### src/rtl/axis_mem_arbiter.sv
// Round-robin arbiter sharing one AXI-Stream memory between NUM_REQ requesters, one transaction at a time.
// Grant lands one edge after a request is seen in ARB. Beats and responses pass through combinationally, so both sides see the other side's backpressure directly.
module axis_mem_arbiter #(
  parameter int DATA_WIDTH = 64,
  parameter int NUM_REQ    = 4,
  parameter int CNT_WIDTH  = 16
) (
  input  logic                          aclk,
  input  logic                          aresetn,
  input  logic [NUM_REQ*DATA_WIDTH-1:0] req_s_axis_tdata,
  input  logic [NUM_REQ-1:0]            req_s_axis_tvalid,
  output logic [NUM_REQ-1:0]            req_s_axis_tready,
  input  logic [NUM_REQ-1:0]            req_s_axis_tlast,
  output logic [DATA_WIDTH-1:0]         mem_m_axis_tdata,
  output logic                          mem_m_axis_tvalid,
  input  logic                          mem_m_axis_tready,
  output logic                          mem_m_axis_tlast,
  output logic [1:0]                    mem_m_axis_tdest,
  input  logic [DATA_WIDTH-1:0]         mem_s_axis_tdata,
  input  logic                          mem_s_axis_tvalid,
  output logic                          mem_s_axis_tready,
  input  logic                          mem_s_axis_tlast,
  output logic [DATA_WIDTH-1:0]         rsp_m_axis_tdata,
  output logic [NUM_REQ-1:0]            rsp_m_axis_tvalid,
  input  logic [NUM_REQ-1:0]            rsp_m_axis_tready,
  output logic                          rsp_m_axis_tlast,
  output logic [1:0]                    rsp_m_axis_tdest,
  output logic                          busy,
  output logic [1:0]                    grant_id,
  output logic [CNT_WIDTH-1:0]          txn_count
);

  typedef enum logic [1:0] {ARB, FWD, RSP} state_t;

  state_t               state_q, state_d;
  logic [1:0]           grant_q, grant_d;
  logic [1:0]           rr_q, rr_d;
  logic [CNT_WIDTH-1:0] cnt_q, cnt_d;

  // Per-requester vectors padded to the 2-bit index space so grant_q indexes them directly.
  logic [3:0] req_vld4, req_lst4, rsp_rdy4, req_rdy4, rsp_vld4;
  assign req_vld4 = 4'(req_s_axis_tvalid);
  assign req_lst4 = 4'(req_s_axis_tlast);
  assign rsp_rdy4 = 4'(rsp_m_axis_tready);

  logic       pick_found;
  logic [1:0] pick_idx;

  always_comb begin
    int t;
    pick_found = 1'b0;
    pick_idx   = 2'd0;
    for (int k = NUM_REQ - 1; k >= 0; k--) begin
      t = int'(rr_q) + k;
      if (t >= NUM_REQ) t = t - NUM_REQ;
      if (req_vld4[t[1:0]]) begin
        pick_found = 1'b1;
        pick_idx   = t[1:0];
      end
    end
  end

  always_comb begin
    mem_m_axis_tdata  = req_s_axis_tdata[int'(grant_q)*DATA_WIDTH +: DATA_WIDTH];
    mem_m_axis_tlast  = req_lst4[grant_q];
    mem_m_axis_tdest  = grant_q;
    mem_m_axis_tvalid = 1'b0;
    req_rdy4          = 4'b0000;
    mem_s_axis_tready = 1'b0;
    rsp_vld4          = 4'b0000;
    rsp_m_axis_tdata  = mem_s_axis_tdata;
    rsp_m_axis_tlast  = mem_s_axis_tlast;
    rsp_m_axis_tdest  = grant_q;
    case (state_q)
      FWD: begin
        mem_m_axis_tvalid = req_vld4[grant_q];
        req_rdy4[grant_q] = mem_m_axis_tready;
      end
      RSP: begin
        rsp_vld4[grant_q] = mem_s_axis_tvalid;
        mem_s_axis_tready = rsp_rdy4[grant_q];
      end
      default: ;
    endcase
  end

  assign req_s_axis_tready = req_rdy4[NUM_REQ-1:0];
  assign rsp_m_axis_tvalid = rsp_vld4[NUM_REQ-1:0];

  always_comb begin
    state_d = state_q;
    grant_d = grant_q;
    rr_d    = rr_q;
    cnt_d   = cnt_q;
    case (state_q)
      ARB: if (pick_found) begin
        grant_d = pick_idx;
        rr_d    = (int'(pick_idx) == NUM_REQ - 1) ? 2'd0 : pick_idx + 2'd1;
        state_d = FWD;
      end
      FWD: if (mem_m_axis_tvalid && mem_m_axis_tready && mem_m_axis_tlast) state_d = RSP;
      RSP: if (mem_s_axis_tvalid && mem_s_axis_tready) begin
        cnt_d   = cnt_q + 1'b1;
        state_d = ARB;
      end
      default: state_d = ARB;
    endcase
  end

  always_ff @(posedge aclk or negedge aresetn) begin
    if (!aresetn) begin
      state_q <= ARB;
      grant_q <= 2'd0;
      rr_q    <= 2'd0;
      cnt_q   <= '0;
    end else begin
      state_q <= state_d;
      grant_q <= grant_d;
      rr_q    <= rr_d;
      cnt_q   <= cnt_d;
    end
  end

  assign busy      = (state_q != ARB);
  assign grant_id  = grant_q;
  assign txn_count = cnt_q;

endmodule

### config.mk
export PLATFORM = sky130hd
export DESIGN_NAME = axis_mem_arbiter
export DESIGN_NICKNAME = d
export VERILOG_FILES = /design/src/rtl/axis_mem_arbiter.sv
export SDC_FILE = /design/constraint.sdc
export NUM_CORES = 1
export LEC_CHECK = 0
export ABC_AREA = 1
export CAP_MARGIN = 40
export CORE_AREA = 10 10 188 190
export DETAILED_ROUTE_END_ITERATION = 16
export DIE_AREA = 0 0 198 200
export PLACE_DENSITY = 0.44
export SYNTH_ARGS = -nofsm -noshare
export SYNTH_HDL_FRONTEND = slang
export SYNTH_SLANG_ARGS = --single-unit
### constraint.sdc
create_clock -name aclk -period 1.3 [get_ports aclk]
set_input_delay 0.26 -clock aclk [delete_from_list [all_inputs] [get_ports aclk]]
set_output_delay 0.26 -clock aclk [all_outputs]
set_load 0.01 [all_outputs]
==> summary.txt, run 1 <==
STA
  • Final setup margin: -716 ps
  • Crit share post-route: 155%
  • Setup TNS: -59630 ps
  • RSZ-0062 raised after global routing: yes
  • Slew HR: about four fifths
  • Final hold vios: 0
  • Slew @ Worst Pin: 306 ps
  • Final Skew: 5.21 ps
  • Peak Freq: 496 MHz
  • Final min period: a little over 2000 ps
  • Final Max Slew Viols: 0
  • Final setup violation count: 103

Final layout
  • Final nets: between 1000 and 1500
  • Final instance area: roughly 9400 um2
  • Most common cell after layout, fill and taps aside: clkdlybuf4s50_1
  • Synth-to-Final Area Change: 151%
  • Util after Layout: between 20% and 30%
  • Share of cells above drive strength 1: between 30% and 40%
  • N_diodes: 0
  • Most frequent cells in the layout: clkdlybuf4s50_1, nand3_1, buf_4, nand2_1, a22oi_2

Placement
  • Post-DP HPWL: ~25000 um
  • Post-place setup slack: -822 ps
  • Routability congestion estimate from global placement: roughly 0.83
  • Port Buffers: between 300 and 400
  • DP Area: ~8100 um2

Setup path
  • Reg2Reg Setup Slack: -630 ps
  • Critical path required time: 1040 ps
  • Critical path class: reg2out
  • WP data arrival: between 1500 and 2000 ps
  • CP Capture Type: output port
  • Critical Path Fanout Max: 8
  • Startpoint type of the worst setup path: register

Clock network
  • Worst-Skew Late Latency: ~260 ps
  • Clk buf depth: 2
  • CTS Sinks: 22
  • Cts bufs inserted: 3
  • TritonCTS clock tree: yes
  • Root Driver: clkbuf_16
  • Clock-pin transition on the worst setup and hold timing paths: 60 ps
  • CTS H-tree depth: 1
  • Hold_buf cts: 0

Logic synthesis
  • Register area share after synthesis: roughly 15%
  • Synth Area in Compound Gates: around 15%
  • FF+latch count, synth: 22
  • Largest area contributor in the netlist: nand3_1
  • Synth Area in Simple Gates: approximately 43%
  • Post-synth top area share: approximately 28%
  • Adder-cell area share of the yosys netlist: less than 1%
  • Syn Area/Cell: 6.25 um2
  • Cell count after synthesis: between 500 and 600
  • Post-synthesis cell area: approximately 3700 um2
  • Mux cell area share after synthesis: 0%
  • Post-Syn Nets: roughly 940
  • Unique masters post-synth: 31
  • Largest family of logic cells by synthesized area: simple AND/OR/NAND/NOR gates
  • Post-synthesis xor/xnor area fraction: under 10%
  • Synth warn: 0
  • Synth top area cells: nand3_1, dfrtp_1, buf_4

Floorplanning
  • Core Area: 31400 um2
  • Die X: between 150 and 200 um
  • Rows: 65
  • Starting Density: between 10% and 20%
  • Top Ports: 500
  • Die area: around 40000 um2
  • Die height: 200 um

Run status
  • Outcome: finished, violations left
  • Failing checks: setup timing

Routing
  • Avg Vias per Cell: 4.25
  • Initial DRC count: approximately 210
  • Routed vias: around 6000
  • Final WL: roughly 31000 um
  • Final ANT Viol Nets: 0
  • WL per Instance: about 22 um
  • First drt pass iteration count: 4
  • # DRC: 0

Global route
  • GRT overflow: 0
  • Gr usage total: 14.7%
  • Number of global-route vias before repair: a little over 6000
  • First-pass GRT wire length: approximately 44000 um
  • Largest net degree at the start of global routing: 23
  • Initial antenna violation count: 5

Job
  • Max-cap viol count: 0

Power and ir drop
  • Leak: just over 4 nW
  • Pwr Density: around 1900 nW/um2
  • Worst IR Drop VDD: approximately 0.65 mV

Worst hold path
  • Hold Path Class: in2async
synth_stat cells:
library cell  instances
inv_2                 4
dfrtp_1              22
nor2_4                2
a22oi_1              64
a21oi_4               1
nor3_1                3
inv_1                21
xor2_1                8
nor2_2                4
a21oi_2               1
nand3_1             210
o21a_1                2
nand2_4               1
nor4_2                1
buf_4                70
inv_4                 2
nor2_1               20
clkbuf_1             21
xnor2_1               7
o22ai_1               2
buf_2                18
o21ai_0               3
o21ai_1               2
ha_1                  1
nand4_1               3
nor2_8                1
buf_6                 4
nand2_2               4
a21oi_1               2
buf_1                 3
nand2_1              91
cells by family after synthesis:
kind of cell,after synthesis
AO/OA/AOI/OAI,77
XOR/XNOR,15
adder cells (fa/ha/maj),1
buffers and inverters,143
flip-flops,22
AND/OR/NAND/NOR,340
worst max-delay path, stage by stage, from the launching register on:
cell	delay (ps)
dfrtp_4	530
nand2_4	110
inv_6	40
buf_12	140
buf_12	150
buf_12	140
a22oi_1	140
nand3_1	80
buf_2	150
state kept, by name (all words and copies together), names as in the netlist:
register   cells
txn_count     16
grant_id       2
rr_q           2
state_q        2
cell type report:
class / instances / area, um2
fill: 3371 / 22000
inverter: 27 / 153
clock buffer: 4 / 78.8
multi-input combinational: 433 / 2970
timing repair buffer: 510 / 5110
sequential: 22 / 563
timing repair inverter: 1 / 6.26
tap: 402 / 503
through the flow:
step | hold slack, ps | power [mW] | cells
after global routing | 354 | 19.5 | 1399
final | 347 | 18.2 | 1399
after floorplan | -35.6 | 7.22 | 598
after CTS | 351 | 17.4 | 1383
after global placement | 511 | 14.2 | 1345
after detailed placement | 517 | 14.2 | 1345
report_power, final:
group	switching, mW	internal, mW	leakage, nW	total, mW
clock	0.254	0.419	0.0382	0.673
combinational	8.02	8.47	3.75	16.5
sequential	0.226	0.838	0.278	1.06
per-layer routing:
layer	global-route usage, %	share of wire, %
met2	26.7	51
met4	1.91	1.2
met5	0.127	0.041
met3	5.73	10
met1	16.3	37
final timing paths:
| kind | endpoint | depth (start not counted) | startpoint |
|---|---|---|---|
| min in group aclk | rsp_m_axis_tdata[24] | 0 | mem_s_axis_tdata[24] |
| min | txn_count[4]$_DFFE_PN0P_ | 2 | aresetn |
| min reg2reg | txn_count[15]$_DFFE_PN0P_ | 2 | txn_count[15]$_DFFE_PN0P_ |
| max | mem_m_axis_tdata[30] | 8 | grant_id[0]$_DFFE_PN0P_ |
| max reg2reg | txn_count[5]$_DFFE_PN0P_ | 13 | grant_id[1]$_DFFE_PN0P_ |
| max in group asynchronous | txn_count[7]$_DFFE_PN0P_ | 2 | aresetn |
repair_timing:
item                                    CTS  global route
setup buffers                            28            14
gates cloned                              7             3
pin swaps                                64            54
endpoints found under the setup margin  120           107
resized for setup                       497            77
hold endpoints to repair                  0             0
No activity file was read; power rests on OpenSTA's default activity.
==> run 2: changes to the inputs <==
--- a/config.mk
+++ b/config.mk
@@ -7,10 +7,10 @@
 export LEC_CHECK = 0
 export ABC_AREA = 1
 export CAP_MARGIN = 40
-export CORE_AREA = 10 10 188 190
+export CORE_AREA = 2 2 196 198
 export DETAILED_ROUTE_END_ITERATION = 16
 export DIE_AREA = 0 0 198 200
-export PLACE_DENSITY = 0.44
+export PLACE_DENSITY = 0.39
 export SYNTH_ARGS = -nofsm -noshare
 export SYNTH_HDL_FRONTEND = slang
 export SYNTH_SLANG_ARGS = --single-unit
==> run 2 against run 1 <==
Effect of this change:
- the flow still finishes with violations (setup timing)
- register-to-register slack improved by 30 ps
- routed wire length down 9.7%
- die area unchanged
- global-route usage shrank 1.6 points
- clock power grew 11%
- largest power group unchanged
- critical endpoint is now mem_m_axis_tvalid
==> summary.txt, run 2 (synthesis results as in run 1) <==
Floorplanning
  • Die X: 198 um
  • Starting Density: 9.99%
  • Die area: slightly below 40000 um2
  • Rows: a little over 70
  • Core Area: 37400 um2
  • Die height: 200 um
  • Top Ports: 500

STA
  • Peak Freq: 499 MHz
  • Hold Slack: roughly 340 ps
  • Final Skew: ~3.9 ps
  • Final min period: between 2000 and 2500 ps
  • Final setup margin: -704 ps
  • Crit share post-route: 154%
  • Final hold vios: 0
  • Setup TNS: -58010 ps
  • Slew HR: between 70% and 80%
  • Final setup violation count: about 100
  • Slew @ Worst Pin: approximately 380 ps
  • RSZ-0062 raised after global routing: yes
  • Final Max Slew Viols: 0

Final layout
  • Max reg flops: 16
  • Fillers: between 4000 and 5000
  • Multi-input gate area: between 3000 and 4000 um2
  • N_diodes: 0
  • Util after Layout: between 20% and 30%
  • Final instance area: about 9500 um2
  • Final nets: roughly 1300
  • Share of cells above drive strength 1: 40.1%
  • Most frequent cells in the layout: clkdlybuf4s50_1, nand3_1, buf_4, buf_2
  • Register Area: between 500 and 600 um2
  • Synth-to-Final Area Change: 154%
  • Most common cell after layout, fill and taps aside: clkdlybuf4s50_1
  • Layout Cells excl Fill: 1510

Setup path
  • WP data arrival: 1740 ps
  • Critical path required time: ~1000 ps
  • Cell Chain, Critical Path: buf_4 > buf_6 > buf_4 > nand2_4 > buf_4 > o22ai_1 > o21a_1 > buf_2
  • Startpoint type of the worst setup path: register
  • Crit-path max cell delay: 530 ps
  • Critical Path Fanout Max: 5
  • CP most frequent cell: buf_4
  • Critical path class: reg2out
  • Critical-path top delay cell: dfrtp_4
  • CP Capture Type: output port

Clock network
  • Clock-pin transition on the worst setup and hold timing paths: approximately 60 ps
  • Hold_buf cts: 0
  • Clk buf depth: 2
  • CTS H-tree depth: 1
  • Cts bufs inserted: 3
  • Root Driver: clkbuf_16
  • CTS Sinks: 22
  • Worst-Skew Late Latency: about 260 ps
  • TritonCTS clock tree: yes

Placement
  • Port Buffers: between 300 and 400
  • Post-place setup slack: -894 ps
  • Routability congestion estimate from global placement: 0.833
  • Placed cells: about 1400
  • DP Area: around 8200 um2
  • Post-DP HPWL: around 22000 um

Routing
  • Avg Vias per Cell: roughly 4
  • WL per Instance: between 15 and 20 um
  • Final ANT Viol Nets: 0
  • First drt pass iteration count: 4
  • Routed vias: ~5900
  • Initial DRC count: ~230
  • Final WL: approximately 28000 um
  • # DRC: 0

Power and ir drop
  • Worst IR Drop VDD: around 0.67 mV
  • Pwr Density: roughly 1900 nW/um2
  • Pwr Total: between 15 and 20 mW
  • Leak: approximately 4.0 nW

Global route
  • Initial antenna violation count: 2
  • GRT overflow: 0
  • Largest net degree at the start of global routing: 49
  • Number of global-route vias before repair: 5947
  • First-pass GRT wire length: about 39000 um
  • Gr usage total: between 10% and 20%

Run status
  • Failing checks: setup timing
  • Outcome: finished, violations left

Worst hold path
  • Hold Path Class: in2async

Job
  • Max-cap viol count: 0
run 2: worst paths after layout:
check / startpoint / to / slack [ps] / cells after the start
worst min-delay path: aresetn / txn_count[13]$_DFFE_PN0P_ / 340 / 2
min in group aclk: txn_count[3]$_DFFE_PN0P_ / txn_count[3]$_DFFE_PN0P_ / 510 / 1
worst min register to register: txn_count[3]$_DFFE_PN0P_ / txn_count[3]$_DFFE_PN0P_ / 510 / 1
worst max-delay path: grant_id[0]$_DFFE_PN0P_ / mem_m_axis_tvalid / -700 / 8
max in group asynchronous: aresetn / grant_id[1]$_DFFE_PN0P_ / 800 / 2
worst max register to register: grant_id[0]$_DFFE_PN0P_ / txn_count[13]$_DFFE_PN0P_ / -600 / 12
run 2: timing repair:
action	4_1_cts	5_1_grt
hold endpoints to repair	0	0
gates resized for setup	529	92
cloned	4	2
endpoints found under the setup margin	120	105
pin swaps	57	45
setup buffers	43	19
run 2: cell type report:
type	instances	share of cell area (%)
Clock buffer	4	0.935
Timing Repair Buffer	512	53.0
Sequential cell	22	5.94
Multi-Input combinational cell	433	31.8
Timing Repair inverter	1	0.119
Tap cell	511	6.73
Inverter	27	1.49
run 2: critical path, delay by kind of cell, from the launching register on:
family | cells | cell delay (ps)
compound gates | 2 | 240
flops | 1 | 530
buf+inv | 5 | 640
simple gates | 1 | 60
run 2: report_power, final:
group | switching, mW | leakage, nW | total (mW) | internal, mW
Clock | 0.277 | 0.0442 | 0.748 | 0.471
Sequential | 0.234 | 0.278 | 1.07 | 0.841
Combinational | 7.77 | 3.70 | 15.8 | 8.04
Total | 8.28 | 4.03 | 17.6 | 9.35
run 2: routing by layer:
layer | track usage, % | share of wire (%)
met2 | 23.4 | 48
met1 | 16.1 | 41
met5 | 0.123 | 0
met4 | 1.20 | 0.99
met3 | 4.10 | 9.4
